## config.mk

```make
export PLATFORM = sky130hd
export DESIGN_NAME = md_unit_mc
export DESIGN_NICKNAME = d
export VERILOG_FILES = /design/src/rtl/md_pkg.sv /design/src/rtl/md_div_iter.sv /design/src/rtl/md_unit_mc.sv
export SDC_FILE = /design/constraint.sdc
export NUM_CORES = 2
export LEC_CHECK = 0
export ABC_AREA = 1
export CORE_ASPECT_RATIO = 0.7
export CORE_UTILIZATION = 50
export DETAILED_ROUTE_END_ITERATION = 7
export PLACE_DENSITY = 0.67
export SETUP_SLACK_MARGIN = 0.02
export SLEW_MARGIN = 30
export SYNTH_ARGS = -nofsm -noshare
export SYNTH_HDL_FRONTEND = slang
export SYNTH_SLANG_ARGS = --single-unit
```

## constraint.sdc

```tcl
create_clock -name clk -period 10.22 [get_ports clk]
set_input_delay 2.044 -clock clk [delete_from_list [all_inputs] [get_ports clk]]
set_output_delay 2.044 -clock clk [all_outputs]
set_load 0.05 [all_outputs]
```

## src/rtl/md_pkg.sv

```systemverilog
// Shared types for the multi-cycle multiply/divide unit.
// Holds the operation encoding, the FSM state encoding and a helper that
// tells signed operations apart from unsigned ones.
package md_pkg;

  typedef enum logic [1:0] {
    MD_MULT  = 2'b00,
    MD_MULTU = 2'b01,
    MD_DIV   = 2'b10,
    MD_DIVU  = 2'b11
  } md_op_t;

  typedef enum logic [2:0] {
    S_IDLE,
    S_MUL,
    S_DIV_PREP,
    S_DIV_ITER,
    S_DIV_FIX
  } md_state_t;

  function automatic logic md_is_signed(input md_op_t op);
    return (op == MD_MULT) || (op == MD_DIV);
  endfunction

endpackage

```

## src/rtl/md_div_iter.sv

```systemverilog
// Restoring divider core on unsigned magnitudes, one quotient bit per cycle.
// Latency: WIDTH cycles after the load edge; done is high once all bits are produced.
// No backpressure: the caller holds off load until the previous result is taken.
// Ports: clk, reset (sync, active-high), load, dividend, divisor -> quotient, remainder, done.
module md_div_iter #(
  parameter int WIDTH = 32
) (
  input  logic             clk,
  input  logic             reset,
  input  logic             load,
  input  logic [WIDTH-1:0] dividend,
  input  logic [WIDTH-1:0] divisor,
  output logic [WIDTH-1:0] quotient,
  output logic [WIDTH-1:0] remainder,
  output logic             done
);

  localparam int CW = $clog2(WIDTH + 1);

  logic [WIDTH-1:0] quo;
  logic [WIDTH-1:0] rem;
  logic [WIDTH-1:0] dsr;
  logic [CW-1:0]    cnt;
  logic [WIDTH:0]   trial;
  logic [WIDTH:0]   diff;

  // The quotient register doubles as the dividend shift register: its MSB
  // feeds the partial remainder while the new quotient bit enters at the LSB.
  always_comb begin
    trial = {rem, quo[WIDTH-1]};
    diff  = trial - {1'b0, dsr};
  end

  always_ff @(posedge clk) begin
    if (reset) begin
      quo <= '0;
      rem <= '0;
      dsr <= '0;
      cnt <= '0;
    end else if (load) begin
      quo <= dividend;
      rem <= '0;
      dsr <= divisor;
      cnt <= CW'(WIDTH);
    end else if (cnt != '0) begin
      // A set borrow bit means the trial subtraction went negative: restore.
      if (!diff[WIDTH]) begin
        rem <= diff[WIDTH-1:0];
        quo <= {quo[WIDTH-2:0], 1'b1};
      end else begin
        rem <= trial[WIDTH-1:0];
        quo <= {quo[WIDTH-2:0], 1'b0};
      end
      cnt <= cnt - CW'(1);
    end
  end

  assign quotient  = quo;
  assign remainder = rem;
  assign done      = (cnt == '0);

endmodule

```

## src/rtl/md_unit_mc.sv

```systemverilog
// Multi-cycle MULT/MULTU/DIV/DIVU unit with HI/LO registers for the EX stage.
// Latency: MUL_CYCLES busy cycles for multiply, WIDTH+2 for divide; HI/LO update as busy drops.
// Backpressure: busy stalls the pipeline; start/hi_we/lo_we are ignored while busy, cancel aborts.
// Ports: clk, reset (sync, active-high), start, op, a, b, hi_we, lo_we, cancel -> busy, hi, lo.
module md_unit_mc
  import md_pkg::*;
#(
  parameter int WIDTH      = 32,
  parameter int MUL_CYCLES = 5
) (
  input  logic             clk,
  input  logic             reset,
  input  logic             start,
  input  logic [1:0]       op,
  input  logic [WIDTH-1:0] a,
  input  logic [WIDTH-1:0] b,
  input  logic             hi_we,
  input  logic             lo_we,
  input  logic             cancel,
  output logic             busy,
  output logic [WIDTH-1:0] hi,
  output logic [WIDTH-1:0] lo
);

  localparam int CMAX = (WIDTH > MUL_CYCLES) ? WIDTH : MUL_CYCLES;
  localparam int CW   = $clog2(CMAX + 1);

  md_state_t          state, state_nxt;
  logic [CW-1:0]      cnt, cnt_nxt;
  md_op_t             op_in, op_q;
  logic [WIDTH-1:0]   a_q, b_q;
  logic               launch, div_load, div_done;
  logic               wr_hi, wr_lo;
  logic [WIDTH-1:0]   hi_val, lo_val;
  logic               sgn, a_neg, b_neg, div_zero, div_ovf;
  logic [WIDTH-1:0]   a_mag, b_mag, q_mag, r_mag, q_fix, r_fix;
  logic [2*WIDTH-1:0] a_ext, b_ext, prod;

  assign op_in = md_op_t'(op);

  // Sign handling for both datapaths, all from the latched operands.
  always_comb begin
    sgn      = md_is_signed(op_q);
    a_neg    = sgn & a_q[WIDTH-1];
    b_neg    = sgn & b_q[WIDTH-1];
    a_mag    = a_neg ? (~a_q + 1'b1) : a_q;
    b_mag    = b_neg ? (~b_q + 1'b1) : b_q;
    a_ext    = {{WIDTH{a_neg}}, a_q};
    b_ext    = {{WIDTH{b_neg}}, b_q};
    // Low 2*WIDTH bits of the extended product are the exact signed/unsigned result.
    prod     = a_ext * b_ext;
    q_fix    = (a_neg ^ b_neg) ? (~q_mag + 1'b1) : q_mag;
    r_fix    = a_neg ? (~r_mag + 1'b1) : r_mag;
    div_zero = (b_q == '0);
    div_ovf  = (op_q == MD_DIV) && (a_q == {1'b1, {(WIDTH-1){1'b0}}}) && (b_q == '1);
  end

  md_div_iter #(.WIDTH(WIDTH)) u_div (
    .clk       (clk),
    .reset     (reset),
    .load      (div_load),
    .dividend  (a_mag),
    .divisor   (b_mag),
    .quotient  (q_mag),
    .remainder (r_mag),
    .done      (div_done)
  );

  always_comb begin
    state_nxt = state;
    cnt_nxt   = cnt;
    launch    = 1'b0;
    div_load  = 1'b0;
    wr_hi     = 1'b0;
    wr_lo     = 1'b0;
    hi_val    = a;
    lo_val    = a;
    case (state)
      S_IDLE: begin
        if (start) begin
          // A same-cycle start always drops the MTHI/MTLO write.
          if (!cancel) begin
            launch    = 1'b1;
            state_nxt = op_in[1] ? S_DIV_PREP : S_MUL;
            cnt_nxt   = '0;
          end
        end else begin
          wr_hi = hi_we;
          wr_lo = lo_we;
        end
      end
      S_MUL: begin
        if (cnt == CW'(MUL_CYCLES - 1)) begin
          state_nxt = S_IDLE;
          wr_hi     = 1'b1;
          wr_lo     = 1'b1;
          hi_val    = prod[2*WIDTH-1:WIDTH];
          lo_val    = prod[WIDTH-1:0];
        end else begin
          cnt_nxt = cnt + CW'(1);
        end
      end
      S_DIV_PREP: begin
        div_load  = 1'b1;
        state_nxt = S_DIV_ITER;
        cnt_nxt   = '0;
      end
      S_DIV_ITER: begin
        if (cnt == CW'(WIDTH - 1)) state_nxt = S_DIV_FIX;
        else                       cnt_nxt   = cnt + CW'(1);
      end
      S_DIV_FIX: begin
        if (div_done) begin
          state_nxt = S_IDLE;
          wr_hi     = 1'b1;
          wr_lo     = 1'b1;
          if (div_zero) begin
            hi_val = a_q;
            lo_val = '1;
          end else if (div_ovf) begin
            hi_val = '0;
            lo_val = a_q;
          end else begin
            hi_val = r_fix;
            lo_val = q_fix;
          end
        end
      end
      default: state_nxt = S_IDLE;
    endcase
    // Flush aborts any in-flight op, including its final HI/LO write.
    if (cancel && (state != S_IDLE)) begin
      state_nxt = S_IDLE;
      div_load  = 1'b0;
      wr_hi     = 1'b0;
      wr_lo     = 1'b0;
    end
  end

  always_ff @(posedge clk) begin
    if (reset) begin
      state <= S_IDLE;
      cnt   <= '0;
      busy  <= 1'b0;
      a_q   <= '0;
      b_q   <= '0;
      op_q  <= MD_MULT;
      hi    <= '0;
      lo    <= '0;
    end else begin
      state <= state_nxt;
      cnt   <= cnt_nxt;
      busy  <= (state_nxt != S_IDLE);
      if (launch) begin
        a_q  <= a;
        b_q  <= b;
        op_q <= op_in;
      end
      if (wr_hi) hi <= hi_val;
      if (wr_lo) lo <= lo_val;
    end
  end

endmodule

```

==> implementation parameters <==
Parameter                              Value

Power
  Worst voltage drop across the vdd grid    0.000135 V
  LEAKAGE    roughly 34 nW
  Power per cell area    roughly 160 mW/mm^2

Drt
  Vias per cell    about 5.5
  DR vias    roughly 54,000
  Remaining antenna violation count after routing    0
  Detailed-routing iteration count for the pre-antenna-repair pass    8
  Number of DRC markers after the initial detailed-route iteration    between 7,000 and 8,000
  DRC viols    0
  Final WL    ~220,000 um
  Routed wire length per instance    22.8 um

STA
  Headroom to the max-slew limit    0.198
  Tcrit/Tclk final    0.880
  Worst setup skew after layout    0.0283 ns
  Worst Tran Pin Value    1.19 ns
  Max Clk Rate    around 110 MHz
  Pins Over Slew Limit    0
  Number of hold violations in the final report    0
  Setup repair after global routing missed its margin    no
  Setup slack of the critical path after layout    1.23 ns
  Setup-failing EPs final    0
  Setup TNS    0 ns
  Period minus WS final    roughly 9 ns

Critical path
  WP buf/inv    7
  Minimum setup slack among reg-to-reg paths    1.23 ns
  RR Startpoint    b_q[7]$_SDFFE_PP0P_
  Critical-path maximum fanout    20
  Crit path required time    ~11 ns
  Crit Path Category    reg2reg
  Endpoint of the lowest-slack register-to-register path    hi[31]$_SDFFE_PP0P_
  Maximum single-stage delay on the critical path    0.96 ns
  Gate family responsible for the most delay along the worst path    adder cells
  Crit-path most repeated cell    sky130_fd_sc_hd__nand2_1
  Cells on worst reg2reg path    31
  Highest-delay cell along the critical path    sky130_fd_sc_hd__dfxtp_1
  Type of destination of the critical path    flip-flop
  Kind of start point of the critical path    flip-flop
  Signal arrival time at the worst endpoint    around 9.5 ns

Floorplanning
  Overall die area    about 0.12 sq mm
  Initial cell density of the core    0.505
  Die height    between 200 and 300 um
  Die extent in x    409 um
  # rows    between 100 and 150
  # IOs    about 140
  Placeable core area    0.115 sq mm

Clocking
  CTS tree    built
  Cts bufs inserted    28
  Clock slew at the register clock pins of the worst setup and hold paths    0.09 ns
  Max clock buf depth    3
  Number of sinks driven by the clock tree    242
  Setup Fix Bufs, Post-CTS    0
  Cell chosen for the clock root    sky130_fd_sc_hd__clkbuf_16
  Deepest level of the CTS H-tree    1
  Clock latency on the worst-skew pair    0.63 ns
  Hold bufs inserted after CTS    0
  Number of gates resized after cts    0

GRT
  Global-route wire length before repair    335,000 um
  Maximum number of pins on one net before global-route repair    70
  Total grt overflow    0
  Overall routing resource usage    0.383
  Initial antenna violation count    7
  Via count of the first global-routing pass    between 50,000 and 60,000

Logic synthesis
  Synth Register Bits    242
  Fraction of synthesis flops using an asynchronous set or reset pin    0
  Count of unique library cells instantiated by Yosys    just under 60
  Post-synth EDFFs    0
  Most used flip-flop cell after synthesis    sky130_fd_sc_hd__dfxtp_1
  Top area cells in the synthesized netlist    sky130_fd_sc_hd__fa_1, sky130_fd_sc_hd__nand2_1, sky130_fd_sc_hd__inv_1, sky130_fd_sc_hd__dfxtp_1, sky130_fd_sc_hd__ha_1
  Nets in the synthesized netlist    9,641
  Post-Synthesis Cell Area    0.0580 sq mm
  Mean area per synthesized cell    a little over 7 sq um
  Sequential fraction of the synthesis area    0.0836
  Area share of the largest cell type after synthesis    0.389
  Number of standard cells after synthesis    8,191
  Dominant cell type by area after synthesis    sky130_fd_sc_hd__fa_1
  Total of warnings raised by yosys    0

Finish
  Layout fillers    11,300
  Area added between synthesis and finish    6.87%
  Layout net count    9,579
  Ratio of cells with drive above 1 in the final layout    0.0368

Hold path
  HP Class    reg2reg
  Worst hold path stage count    2
  Hold wc startpoint    u_div.cnt[0]$_SDFFE_PP0N_
  Hold EP    u_div.cnt[0]$_SDFFE_PP0N_

Run status
  Run status    finished, final reports clean

Place
  Total half-perimeter wirelength after legalization and detailed placement    182,000 um
  Worst-case setup slack after placement    1.39 ns
  # port buffers    around 140
  Final GP Congestion    ~1.1

Run
  MaxCap Viol Count    0
==> metal layers <==
metal | vias up | GRT usage | wire, um
li1 | 23700 | - | -
met4 | 6 | 0.146 | 10600
met5 | - | 0 | 170
met2 | 3247 | 0.528 | 86600
met1 | 26100 | 0.555 | 92300
met3 | 494 | 0.121 | 31100
==> sequential cells by signal, indices dropped and copies added, names as in the netlist <==
name             flops
u_div.dsr           32
lo                  32
op_q                 2
cnt                  6
u_div.cnt            6
u_div.quotient      32
hi                  32
state                3
busy                 1
u_div.remainder     32
a_q                 32
b_q                 32
==> cell families (layout without fill, tap and decap cells) <==
group | count (synthesis) | after routing | share of synthesized area
xor+xnor | 109 | 109 | 0.0165
fa+ha+maj | 1378 | 1378 | 0.443
simple gates | 3245 | 3245 | 0.226
buf+inv | 2493 | 2453 | 0.164
compound gates | 724 | 724 | 0.0665
flops | 242 | 242 | 0.0836
other cells | 0 | 2 | 0
==> power by group <==
group	leakage [nW]	internal [mW]	total, mW	switching (mW)
sequential	1.99	1.07	1.35	0.279
clock	0.478	0.625	1.16	0.534
combinational	31.2	2.32	7.61	5.29
==> cell type report <==
| cell class | count | area, sq um | share of cell area |
|---|---|---|---|
| multi-input combinational | 5456 | 43600 | 0.704 |
| inverter | 2105 | 7920 | 0.128 |
| sequential | 242 | 4870 | 0.0786 |
| timing repair buffer | 296 | 2630 | 0.0425 |
| tap | 1537 | 1920 | 0.0310 |
| clock buffer | 34 | 774 | 0.0125 |
| clock inverter | 18 | 204 | 0.00329 |
| antenna | 2 | 5.00 | 0.0000808 |
==> synth_stat cells (40+ instances only) <==
cell type / count
sky130_fd_sc_hd__nand2_1: 2207
sky130_fd_sc_hd__inv_1: 2088
sky130_fd_sc_hd__fa_1: 1126
sky130_fd_sc_hd__nor2_1: 558
sky130_fd_sc_hd__o21ai_0: 333
sky130_fd_sc_hd__nand3_1: 324
sky130_fd_sc_hd__a21oi_1: 274
sky130_fd_sc_hd__ha_1: 252
sky130_fd_sc_hd__dfxtp_1: 242
sky130_fd_sc_hd__clkbuf_1: 191
sky130_fd_sc_hd__buf_1: 120
sky130_fd_sc_hd__xor2_1: 92
sky130_fd_sc_hd__buf_2: 60
sky130_fd_sc_hd__nand4_1: 40
==> worst max-delay path by stage <==
stage                         start                  end  slack (ns)  cells after the start
6_report        b_q[7]$_SDFFE_PP0P_  hi[31]$_SDFFE_PP0P_        1.23                     31
5_1_grt         b_q[7]$_SDFFE_PP0P_  hi[31]$_SDFFE_PP0P_        0.77                     32
4_1_cts        op_q[0]$_SDFFE_PP0P_  hi[31]$_SDFFE_PP0P_        1.34                     26
3_5_place_dp   op_q[0]$_SDFFE_PP0P_  hi[31]$_SDFFE_PP0P_        1.39                     26
3_3_place_gp    b_q[7]$_SDFFE_PP0P_  hi[31]$_SDFFE_PP0P_        1.44                     29
2_1_floorplan  a_q[31]$_SDFFE_PP0P_  hi[26]$_SDFFE_PP0P_        2.79                     30
==> layout by cell type, fill, tap and decap left out, drive strengths merged, types with 34 or more instances in the layout <==
cell type,n
nand2,2214
inv,2107
fa,1126
nor2,573
o21ai,349
nand3,336
a21oi,274
ha,252
dfxtp,242
buf,161
clkdlybuf4s50,135
xor2,92
nor3,43
nand4,40
clkbuf,34
==> per-stage QoR <==
| step | area, sq um | hold WS (ns) | power (mW) | utilization | instances |
|---|---|---|---|---|---|
| 2_1_floorplan | 58000 | 0.432 | 6.02 | - | 8191 |
| 3_3_place_gp | 61000 | 0.454 | 8.67 | 0.531 | 9636 |
| 3_5_place_dp | 61000 | 0.455 | 8.67 | 0.531 | 9636 |
| 4_1_cts | 61900 | 0.472 | 9.87 | 0.539 | 9688 |
| 5_1_grt | 61900 | 0.505 | 10.9 | 0.539 | 9688 |
| 6_report | 62000 | 0.469 | 10.1 | 0.539 | 9690 |
==> tightest hold or removal path: cells and delay by family (launching register included) <==
kind	cells	cell delay (ns)
flops	1	0.31
simple gates	1	0.06
compound gates	1	0.05
Note: power is estimated with default switching activity, not from simulation.
